===== src/rtl/clk_div_ctrl_pkg.sv =====
// Shared types and default sizing for the clock divider controller.
package clk_div_ctrl_pkg;

  typedef enum logic [1:0] {
    IDLE,
    RUN,
    DONE
  } state_t;

  localparam int unsigned DEF_CNT_W   = 32;
  localparam int unsigned DEF_BURST_W = 16;
  localparam int unsigned DEF_DIV_VAL = 50_000_000;

endpackage


===== src/rtl/div_counter.sv =====
// Half-period counter with square-wave toggle and rising-edge tick.
module div_counter
  import clk_div_ctrl_pkg::*;
#(
  parameter int unsigned CNT_W = DEF_CNT_W
) (
  input  logic             clk,
  input  logic             rst_n,
  input  logic             enable,
  input  logic             clear,
  input  logic [CNT_W-1:0] div,
  output logic             op,
  output logic             tick,
  output logic             half_end
);

  logic [CNT_W-1:0] cnt;
  logic             last;

  assign last     = (cnt == div - CNT_W'(1));
  // Combinational look-ahead: op toggles on this edge.
  assign half_end = enable && !clear && last;

  // Count 0..div-1, toggle op at the terminal count; clear wins over enable.
  always_ff @(posedge clk or negedge rst_n) begin
    if (!rst_n) begin
      cnt  <= '0;
      op   <= 1'b0;
      tick <= 1'b0;
    end else if (clear) begin
      cnt  <= '0;
      op   <= 1'b0;
      tick <= 1'b0;
    end else if (enable) begin
      if (last) begin
        cnt  <= '0;
        op   <= ~op;
        tick <= ~op;
      end else begin
        cnt  <= cnt + CNT_W'(1);
        tick <= 1'b0;
      end
    end else begin
      tick <= 1'b0;
    end
  end

endmodule


===== src/rtl/clk_div_ctrl.sv =====
// Programmable clock divider with burst/continuous run control.
module clk_div_ctrl
  import clk_div_ctrl_pkg::*;
#(
  parameter int unsigned CNT_W   = DEF_CNT_W,
  parameter int unsigned BURST_W = DEF_BURST_W,
  parameter int unsigned DEF_DIV = DEF_DIV_VAL
) (
  input  logic               clk,
  input  logic               rst_n,
  input  logic               cfg_valid,
  output logic               cfg_ready,
  input  logic [CNT_W-1:0]   cfg_div,
  input  logic [BURST_W-1:0] cfg_burst,
  input  logic               start,
  input  logic               stop,
  output logic               op,
  output logic               tick,
  output logic               busy,
  output logic               done
);

  state_t             state, state_nxt;
  logic [CNT_W-1:0]   div_r;
  logic [BURST_W-1:0] burst_r;
  logic [BURST_W-1:0] per_cnt;
  logic               cnt_en;
  logic               cnt_clr;
  logic               half_end;
  logic               op_fall;
  logic               burst_end;

  // Counter runs only in RUN without abort; everything else holds it cleared,
  // which also gives cnt=0/op=0 on the edge that enters RUN.
  assign cnt_en    = (state == RUN) && !stop;
  assign cnt_clr   = !cnt_en;
  assign op_fall   = half_end && op;
  assign burst_end = op_fall && (burst_r != '0) && ((per_cnt + BURST_W'(1)) == burst_r);

  div_counter #(
    .CNT_W (CNT_W)
  ) u_div_counter (
    .clk      (clk),
    .rst_n    (rst_n),
    .enable   (cnt_en),
    .clear    (cnt_clr),
    .div      (div_r),
    .op       (op),
    .tick     (tick),
    .half_end (half_end)
  );

  // State register.
  always_ff @(posedge clk or negedge rst_n) begin
    if (!rst_n) state <= IDLE;
    else        state <= state_nxt;
  end

  // Next-state logic; stop beats a coincident burst end.
  always_comb begin
    state_nxt = state;
    unique case (state)
      IDLE: if (start && !stop) state_nxt = RUN;
      RUN: begin
        if (stop)           state_nxt = IDLE;
        else if (burst_end) state_nxt = DONE;
      end
      DONE:    state_nxt = IDLE;
      default: state_nxt = IDLE;
    endcase
  end

  // Configuration latch with zero-divide clamp.
  always_ff @(posedge clk or negedge rst_n) begin
    if (!rst_n) begin
      div_r   <= CNT_W'(DEF_DIV);
      burst_r <= '0;
    end else if (cfg_valid && cfg_ready) begin
      div_r   <= (cfg_div == '0) ? CNT_W'(1) : cfg_div;
      burst_r <= cfg_burst;
    end
  end

  // Completed-period counter; wraps silently in continuous mode.
  always_ff @(posedge clk or negedge rst_n) begin
    if (!rst_n)            per_cnt <= '0;
    else if (state != RUN) per_cnt <= '0;
    else if (op_fall)      per_cnt <= per_cnt + BURST_W'(1);
  end

  // Status outputs registered from the upcoming state.
  always_ff @(posedge clk or negedge rst_n) begin
    if (!rst_n) begin
      cfg_ready <= 1'b0;
      busy      <= 1'b0;
      done      <= 1'b0;
    end else begin
      cfg_ready <= (state_nxt == IDLE);
      busy      <= (state_nxt == RUN);
      done      <= (state_nxt == DONE);
    end
  end

endmodule


===== config.mk =====
export PLATFORM = sky130hd
export DESIGN_NAME = clk_div_ctrl
export DESIGN_NICKNAME = d
export VERILOG_FILES = /design/src/rtl/clk_div_ctrl_pkg.sv /design/src/rtl/div_counter.sv /design/src/rtl/clk_div_ctrl.sv
export SDC_FILE = /design/constraint.sdc
export NUM_CORES = 1
export LEC_CHECK = 0
export ABC_AREA = 1
export CAP_MARGIN = 30
export CORE_ASPECT_RATIO = 1.2
export CORE_UTILIZATION = 53
export DETAILED_ROUTE_END_ITERATION = 8
export PLACE_DENSITY = 0.77
export SLEW_MARGIN = 10
export SYNTH_ARGS = -nofsm -noshare
export SYNTH_HDL_FRONTEND = slang
export SYNTH_SLANG_ARGS = --single-unit

===== constraint.sdc =====
create_clock -name clk -period 2.16 [get_ports clk]
set_input_delay 0.432 -clock clk [delete_from_list [all_inputs] [get_ports clk]]
set_output_delay 0.432 -clock clk [all_outputs]
set_load 0.02 [all_outputs]

==> results.cfg <==
[run_status]
outcome = finished, violations left
violations = negative setup slack

[placed_design]
place_area_um2 = 8228
post-dp-hpwl_um = 14510
pre_cts_slack_ps = -231.8
portBuffers = 57
dp.cells = 1225
place_congestion = 0.9729

[sta]
hold_viol = 0
rsz0062_at_grt = yes
finalSetupViolations = 54
setup_ws_ps = -311.7
fin_skew_ps = 13.18
whs_ps = 452.0
max-slew-margin-rel = 0.5118
fmax_ghz = 0.4046
post-route-period-util = 1.144
worst_pin_slew_ps = 731.5
final.setup.tns_ps = -13550
fin_crit_ps = 2472
slew_violations = 0

[grt]
grt_max_degree = 79
gr-total-overflow = 0
antenna_found_initial = 0
grt_pass1_vias = 6651
grt_util_all_layers = 0.3032
grt_pass1_wl_um = 31620

[setup_path]
critical_path_class = flop to flop
critPathRequiredTime_ps = 2450
cp_slowest_cell = dfrtp_1
r2r_end = per_cnt[5]
reg2regPathDepth = 19
cpMostUsedCell = nand2_1
rrSetupSlack_ps = -310
end_kind = flop
crit_path_max_fanout = 6
slowest_delay_ps = 390
startpoint_type = flop
r2r-start = div_r[0]
worstPathCellList = inv_2 > buf_4 > nand2_4 > buf_4 > inv_1 > nand2_1 > nand2_1 > nand2_1 > nor2_2 > nand3_1 > nor2_1 > nand3_1 > nor2_2 > buf_4 > nand4_4 > nor2_4 > clkbuf_16 > nand2_1 > nand2_1
arrival_ps = 2760

[cts]
cts_htree_levels = 3
numCtsBuffers = 9
cts_sinks = 103
cts-root-buf = clkbuf_16
cts_buffer_depth = 2
clock_latency_ps = 350
cts_tree = yes
path_clk_slew_ps = 70

[final_layout]
fill_cells = 999
utilization = 0.7130
regArea_um2 = 2595
area_growth_pct = 31.10
antenna_cells = 0
drive_above_1_share = 0.2285
fin_nets = 1145
multi_input_area_um2 = 3970
design_area_um2 = 8992
fin_cells = 1258

[detailed_routing]
routedWlPerCell_um = 15.79
firstDrtPassIters = 6
drt_iter0_drc = 461
route.detailed.drc = 0
antenna_left = 0
avgViaCountPerCell = 5.391
routed_wl_um = 19870
vias = 6782

[die]
die_w_um = 105.9
start_util = 0.5438
die-area_um2 = 13400
core_um2 = 12610
design.portCount = 58
std_cell_rows = 45
die_h_um = 126.6

[synthesis]
syn-num-nets = 997
ys_types = 44
synth-edff-count = 0
ys.flop_type = dfrtp_1
syn-mean-instance-area_um2 = 7.289
yosysTopAreaCell = dfrtp_1
seq_area_frac_synth = 0.3780
async_flop_share = 1.000
yosys-top-cells-area = dfrtp_1 33%, nand2_1 13%, nor2_1 8.2%
syn_inst = 941
syn_area_um2 = 6859
ys_ff_latch = 103
ys_warn_count = 0
synth_top_area_frac = 0.3320

[min_path]
hp-class = input pin to asynchronous set/reset pin

[power_and_ir_drop]
pwr-share-seq = 0.438
power_switching_mw = 1.551
leakage_nw = 4.266
finalPower_mw = 5.100
irDropWorstVdd_mv = 0.4225
cellPowerDensity_nw_per_um2 = 567.1
p_sw_frac = 0.3041
p_comb_frac = 0.226
p_clk_frac = 0.336
internal-power_mw = 3.549

[job]
max_cap_violations = 0
-- cell usage after synthesis, types with 2 or more instances --
cell / n
clkbuf_1: 14
a31o_2: 2
nor4_1: 4
nand3_1: 58
and2_1: 2
ha_1: 3
a31oi_1: 2
nor2_4: 6
dfstp_2: 12
xor2_2: 2
inv_2: 2
nand2_1: 237
buf_6: 3
nor3b_1: 2
nand3_2: 11
dfrtp_1: 91
inv_1: 108
a21oi_1: 18
o22ai_1: 4
xnor2_1: 16
o21bai_1: 5
nor2_1: 149
nor3_1: 22
nand4_1: 31
nor2_2: 15
mux2_2: 10
buf_2: 4
nand2_2: 5
nand3b_1: 5
o21ai_0: 29
nor2_8: 2
xor2_1: 50
o21ai_1: 2
nand2_4: 5
-- cell families after synthesis --
group / Yosys count / synth area share
xor+xnor: 69 / 0.09230
fa+ha+maj: 3 / 0.005473
flops: 103 / 0.3780
mux: 10 / 0.01642
buf+inv: 132 / 0.07625
compound gates: 64 / 0.05144
simple gates: 560 / 0.3802
-- worst max-delay path: cells and delay by family (launching register included) --
kind          cells  cell delay [ps]
flops             1              390
simple gates     13             1240
buf+inv           6              780
-- flip-flops by register name, indices dropped and copies added, names as in the netlist --
register,flops
burst_r,16
busy,1
cfg_ready,1
div_r,32
done,1
per_cnt,16
state,2
u_div_counter.cnt,32
u_div_counter.op,1
u_div_counter.tick,1
-- power by group through the flow --
stage	clock network, mW	registers, mW	logic (mW)
after floorplan	0	2.22	0.617
after global placement	0	2.25	1.05
after detailed placement	0	2.26	1.07
after CTS	1.72	2.23	1.12
after global routing	1.79	2.25	1.28
final	1.71	2.23	1.15
-- cell type report --
class,instances,share of cell area
well taps,164,0.02282
inverters,110,0.04592
flip-flops and latches,103,0.2886
clock buffers,10,0.02658
multi-input cells,707,0.4415
repair buffers,158,0.1661
clock inverters,6,0.008488
-- routing by layer --
layer	vias to the layer above	track usage	wire, µm
met2	241	0.5290	10210
met5	-	0	0
met3	66	0.04573	1152
met1	3193	0.3581	7583
met4	0	0.1642	927
li1	3282	-	-
-- worst max-delay path by stage --
stage,start,endpoint,slack [ps],cells after the start
floorplan,div_r[0],u_div_counter.cnt[5],8,16
global placement,div_r[1],busy,-170,16
detailed placement,div_r[1],busy,-230,16
CTS,div_r[1],per_cnt[10],-200,18
global route,div_r[4],per_cnt[5],-470,15
finish,div_r[0],per_cnt[5],-310,19
-- layout by cell type (no fill, tap or decap), drive strengths merged, types with 2 or more instances in the layout --
master         count
nand3             69
o21bai             5
inv              112
nor2             173
nand3b             5
clkbuf            12
nor3b              3
nor4               5
nand4             33
clkdlybuf4s50     56
dfrtp             91
xnor2             16
a31o               2
clkinvlp           2
nor3              23
o21ai             31
mux2              10
dfstp             12
buf               99
xor2              52
nand2            247
ha                 3
and2               2
a21oi             18
a31oi              2
o22ai              4
-- repair_timing --
action / CTS / global route
cloned: 3 / 2
pin swaps: 8 / 3
setup endpoints to repair: 54 / 54
setup buffers: 6 / 6
hold endpoints to repair: 2 / 0
hold buffers: 1 / 0
resized for setup: 39 / 34
(Power assumes the default switching activity.)
==> RTL change 1, RTL diff (same flow settings) <==
Reset style: synchronous (`rst_n`), changed in 5 clocked blocks.
--- a/src/rtl/div_counter.sv
+++ b/src/rtl/div_counter.sv
@@ -24,3 +24,3 @@
   // Count 0..div-1, toggle op at the terminal count; clear wins over enable.
-  always_ff @(posedge clk or negedge rst_n) begin
+  always_ff @(posedge clk) begin
     if (!rst_n) begin
--- a/src/rtl/clk_div_ctrl.sv
+++ b/src/rtl/clk_div_ctrl.sv
@@ -53,3 +53,3 @@
   // State register.
-  always_ff @(posedge clk or negedge rst_n) begin
+  always_ff @(posedge clk) begin
     if (!rst_n) state <= IDLE;
@@ -73,3 +73,3 @@
   // Configuration latch with zero-divide clamp.
-  always_ff @(posedge clk or negedge rst_n) begin
+  always_ff @(posedge clk) begin
     if (!rst_n) begin
@@ -84,3 +84,3 @@
   // Completed-period counter; wraps silently in continuous mode.
-  always_ff @(posedge clk or negedge rst_n) begin
+  always_ff @(posedge clk) begin
     if (!rst_n)            per_cnt <= '0;
@@ -91,3 +91,3 @@
   // Status outputs registered from the upcoming state.
-  always_ff @(posedge clk or negedge rst_n) begin
+  always_ff @(posedge clk) begin
     if (!rst_n) begin
Check against the original RTL: differs if rst_n is asserted again (counterexample within 4 cycles, from zero or initial values and one cycle with rst_n low); with rst_n held inactive, the same outputs for 10 cycles.
==> RTL change 1 against the original RTL <==
- routed wire length is 15% higher
- the run still ends with negative setup slack left
- utilization is 5.7 points higher
- area after synthesis is 2.7% lower
- sequential share of layout area is 6.5 points lower
- sequential cell count stayed put
- total power is 7.4% lower
- largest power group unchanged
- cell area is 4.1% higher
- worst setup slack better by 9.6 ps
- combinational power is 14% lower
==> RTL change 1: results (changes against the original RTL) <==
result of the run = finished with violations (unchanged)
violated checks = negative setup slack (unchanged)
HPWL after DPL = 16530 um (was 14510 um)
dpl cell area = 8419 um^2 (was 8228 um^2)
switch share = 0.2933 (was 0.3041)
arrival time at the worst endpoint = 2710 ps (was 2760 ps)
Largest stage delay, worst path = 360 ps (was 390 ps)
global-route wire length before repair = 34780 um (was 31620 um)
met1 routed wirelength after detailed routing = 8766 um (was 7583 um)
master of the slowest instance on the critical path = sky130_fd_sc_hd__dfxtp_2 (was sky130_fd_sc_hd__dfrtp_1)
most area-consuming cells after synthesis = sky130_fd_sc_hd__dfxtp_1 (31%), sky130_fd_sc_hd__nand2_1 (17%), sky130_fd_sc_hd__nor2_1 (11%), sky130_fd_sc_hd__inv_1 (6.7%), sky130_fd_sc_hd__nand3_1 (5.5%) (was sky130_fd_sc_hd__dfrtp_1 (33%), sky130_fd_sc_hd__nand2_1 (13%), sky130_fd_sc_hd__nor2_1 (8.2%), sky130_fd_sc_hd__xor2_1 (6.4%), sky130_fd_sc_hd__inv_1 (5.9%))
Lkg Pwr = 3.971 nW (was 4.266 nW)
total met2 wirelength after detailed routing = 11620 um (was 10210 um)
postcts setup bufs = 5 (was 6)
GP Congestion = 1.023 (was 0.9729)
highest net fanout along the worst path = 5 (was 6)
Max Clock Skew = 11.23 ps (was 13.18 ps)
Final Hold Slack = 455.9 ps (was 452.0 ps)
vias per cell = 5.471 (was 5.391)
sum of internal, switching and leakage power = 4.724 mW (was 5.100 mW)
sum of met3 wire segment lengths after detailed routing = 1036 um (was 1152 um)
ratio of cells with drive above 1 in the final layout = 0.2473 (was 0.2285)
final worst-path setup slack = -302.1 ps (was -311.7 ps)
library cells used by synthesis = 39 (was 44)
compound-gate portion of the synthesized area = 0.09619 (was 0.05144)
Rel. slew slack = 0.4933 (was 0.5118)
Worst Setup Slack post-DPL = -325.2 ps (was -231.8 ps)
final setup fails = 55 (was 54)
maximum ir drop on the vdd rail = 411.1 uV (was 422.5 uV)
number of cell instances on the worst register-to-register path = 15 (was 19)
r2r endpoint = busy$_SDFF_PN0_ (was per_cnt[5]$_DFFE_PN0P_)
top cell types by occurrence after synthesis = sky130_fd_sc_hd__nand2_1 (297), sky130_fd_sc_hd__nor2_1 (203), sky130_fd_sc_hd__inv_1 (119) (was sky130_fd_sc_hd__nand2_1 (237), sky130_fd_sc_hd__nor2_1 (149), sky130_fd_sc_hd__inv_1 (108))
net count after synthesis = 1136 (was 997)
filler-free cell count of the finished design = 1443 (was 1258)
number of cells upsized or downsized after cts = 48 (was 39)
summed negative setup slack over all endpoints = -12790 ps (was -13550 ps)
## RTL change 1: cell count changes after synthesis, moves of 11 or more
cell,delta
sky130_fd_sc_hd__dfxtp_1,+103
sky130_fd_sc_hd__a21oi_1,+26
sky130_fd_sc_hd__nand2_1,+60
sky130_fd_sc_hd__nor2_1,+54
sky130_fd_sc_hd__dfrtp_1,-91
sky130_fd_sc_hd__a211oi_1,+15
sky130_fd_sc_hd__nand3_1,+15
sky130_fd_sc_hd__nand3_2,-11
sky130_fd_sc_hd__dfstp_2,-12
sky130_fd_sc_hd__xor2_1,-28
sky130_fd_sc_hd__inv_1,+11
## RTL change 1: area by class of cell
| class | instances | area (um^2) | share of cell area |
|---|---|---|---|
| clock buffer | 10 | 229.0 | 0.02446 |
| multi-input combinational | 834 | 4536 | 0.4844 |
| sequential | 103 | 2090 | 0.2232 |
| timing repair buffer | 207 | 1768 | 0.1888 |
| clock inverter | 6 | 76.32 | 0.008152 |
| inverter | 122 | 462.9 | 0.04945 |
| tap | 161 | 201.4 | 0.02152 |
==> RTL change 2, RTL diff (same settings) <==
Without the edit above. Set the package constant `DEF_BURST_W` to 14 (it was 16).
--- a/src/rtl/clk_div_ctrl_pkg.sv
+++ b/src/rtl/clk_div_ctrl_pkg.sv
@@ -10,3 +10,3 @@
   localparam int unsigned DEF_CNT_W   = 32;
-  localparam int unsigned DEF_BURST_W = 16;
+  localparam int unsigned DEF_BURST_W = 14;
   localparam int unsigned DEF_DIV_VAL = 50_000_000;
Ports: changed (resized cfg_burst); port bits go from 58 to 56. No check against the original RTL was run, so the function may have changed too.
==> RTL change 2 against the original RTL <==
- the flow still finishes with violations (negative setup slack)
- worst setup slack better by 32 ps
- sequential share of layout area shrank 2.8 points
- cell count grew 5.7%
- area after synthesis increased by 1.7%
- total power rose by 3.5%
- cell area grew 6.9%
- routed wire length rose by 14%
- fmax rose by 1.3%
- global-route usage rose by 3.1 points
- sequential cell count is 4 lower
- critical path depth down 4
- largest cell class unchanged
- largest power group unchanged
==> RTL change 2: results (changes against the original RTL) <==
maximum ir drop on the vdd rail = 360.6 uV (was 422.5 uV)
Max Clock Skew = 11.19 ps (was 13.18 ps)
most area-consuming cells after synthesis = sky130_fd_sc_hd__dfrtp_1 (31%), sky130_fd_sc_hd__nand2_1 (13%), sky130_fd_sc_hd__nor2_1 (7.9%), sky130_fd_sc_hd__xor2_1 (6.2%), sky130_fd_sc_hd__inv_1 (5.9%) (was sky130_fd_sc_hd__dfrtp_1 (33%), sky130_fd_sc_hd__nand2_1 (13%), sky130_fd_sc_hd__nor2_1 (8.2%), sky130_fd_sc_hd__xor2_1 (6.4%), sky130_fd_sc_hd__inv_1 (5.9%))
Seq/Total Area, Yosys = 0.3574 (was 0.3780)
Total GRT Usage = 0.3343 (was 0.3032)
area used by multi-input combinational logic = 4397 um^2 (was 3970 um^2)
GP Congestion = 0.9583 (was 0.9729)
routing usage on met1 = 0.4181 (was 0.3581)
switch share = 0.3355 (was 0.3041)
Filler Cells Inserted = 959 (was 999)
violated checks = negative setup slack (unchanged)
Buffers, non-clock = 195 (was 158)
result of the run = finished with violations (unchanged)
detailed-route wire length = 22620 um (was 19870 um)
final setup fails = 52 (was 54)
GR Layer Usage met3 = 0.04830 (was 0.04573)
share of power burned in registers = 0.412 (was 0.438)
Final Hold Slack = 1.148 ps (was 452.0 ps)
ratio of cells with drive above 1 in the final layout = 0.3019 (was 0.2285)
capture point of the worst path = u_div_counter.cnt[16]$_DFF_PN0_ (was per_cnt[5]$_DFFE_PN0P_)
final worst-path setup slack = -279.9 ps (was -311.7 ps)
post-synthesis cell count = 977 (was 941)
fraction of cell area in non-clock buffers = 0.1848 (was 0.1661)
fraction of area in registers = 0.2602 (was 0.2886)
Lkg Pwr = 4.460 nW (was 4.266 nW)
Final clock-cell share = 0.03099 (was 0.03506)
Multi-In Gates = 741 (was 707)
RTL change 2: cell count changes in the layout (fill, tap and decap cells not counted), moves of 9 or more:
cell,unedited run,this run
sky130_fd_sc_hd__mux2_2,10,24
sky130_fd_sc_hd__nor2_1,127,93
sky130_fd_sc_hd__nand2_2,17,28
sky130_fd_sc_hd__nand3_1,56,69
sky130_fd_sc_hd__nor2_4,13,30
sky130_fd_sc_hd__buf_4,87,124
sky130_fd_sc_hd__nand4_1,31,46
sky130_fd_sc_hd__o21ai_0,27,15
sky130_fd_sc_hd__nor2_2,31,47
sky130_fd_sc_hd__nor4_1,4,13
RTL change 2: logic make-up (layout without fill, tap and decap cells):
logic type / count (synthesis) / after routing / synth area share
simple gates: 607 / 608 / 0.4050
buf+inv: 138 / 326 / 0.07841
flops: 99 / 99 / 0.3574
xor+xnor: 65 / 65 / 0.08272
compound gates: 41 / 41 / 0.03230
mux: 24 / 24 / 0.03876
fa+ha+maj: 3 / 3 / 0.005384
RTL change 2: repair_timing:
| item | CTS | global route |
|---|---|---|
| cloned | 3 | 2 |
| setup buffers | 11 | 7 |
| resized for setup | 51 | 94 |
| endpoints found under the hold margin | 0 | 0 |
| pin swaps | 22 | 34 |
| setup endpoints to repair | 52 | 52 |
RTL change 2: metal layers:
metal / vias to the layer above / share of wire
li1: 3500 / -
met1: 3465 / 0.39
met2: 348 / 0.49
met3: 90 / 0.066
met4: 0 / 0.050
met5: - / 0
RTL change 2: metrics by stage:
| step | util | worst slack, ps |
|---|---|---|
| floorplan | - | 13.20 |
| global placement | 0.6725 | -323.8 |
| detailed placement | 0.6725 | -371.6 |
| CTS | 0.7230 | -237.2 |
| global route | 0.7552 | -448.6 |
| finish | 0.7552 | -279.9 |
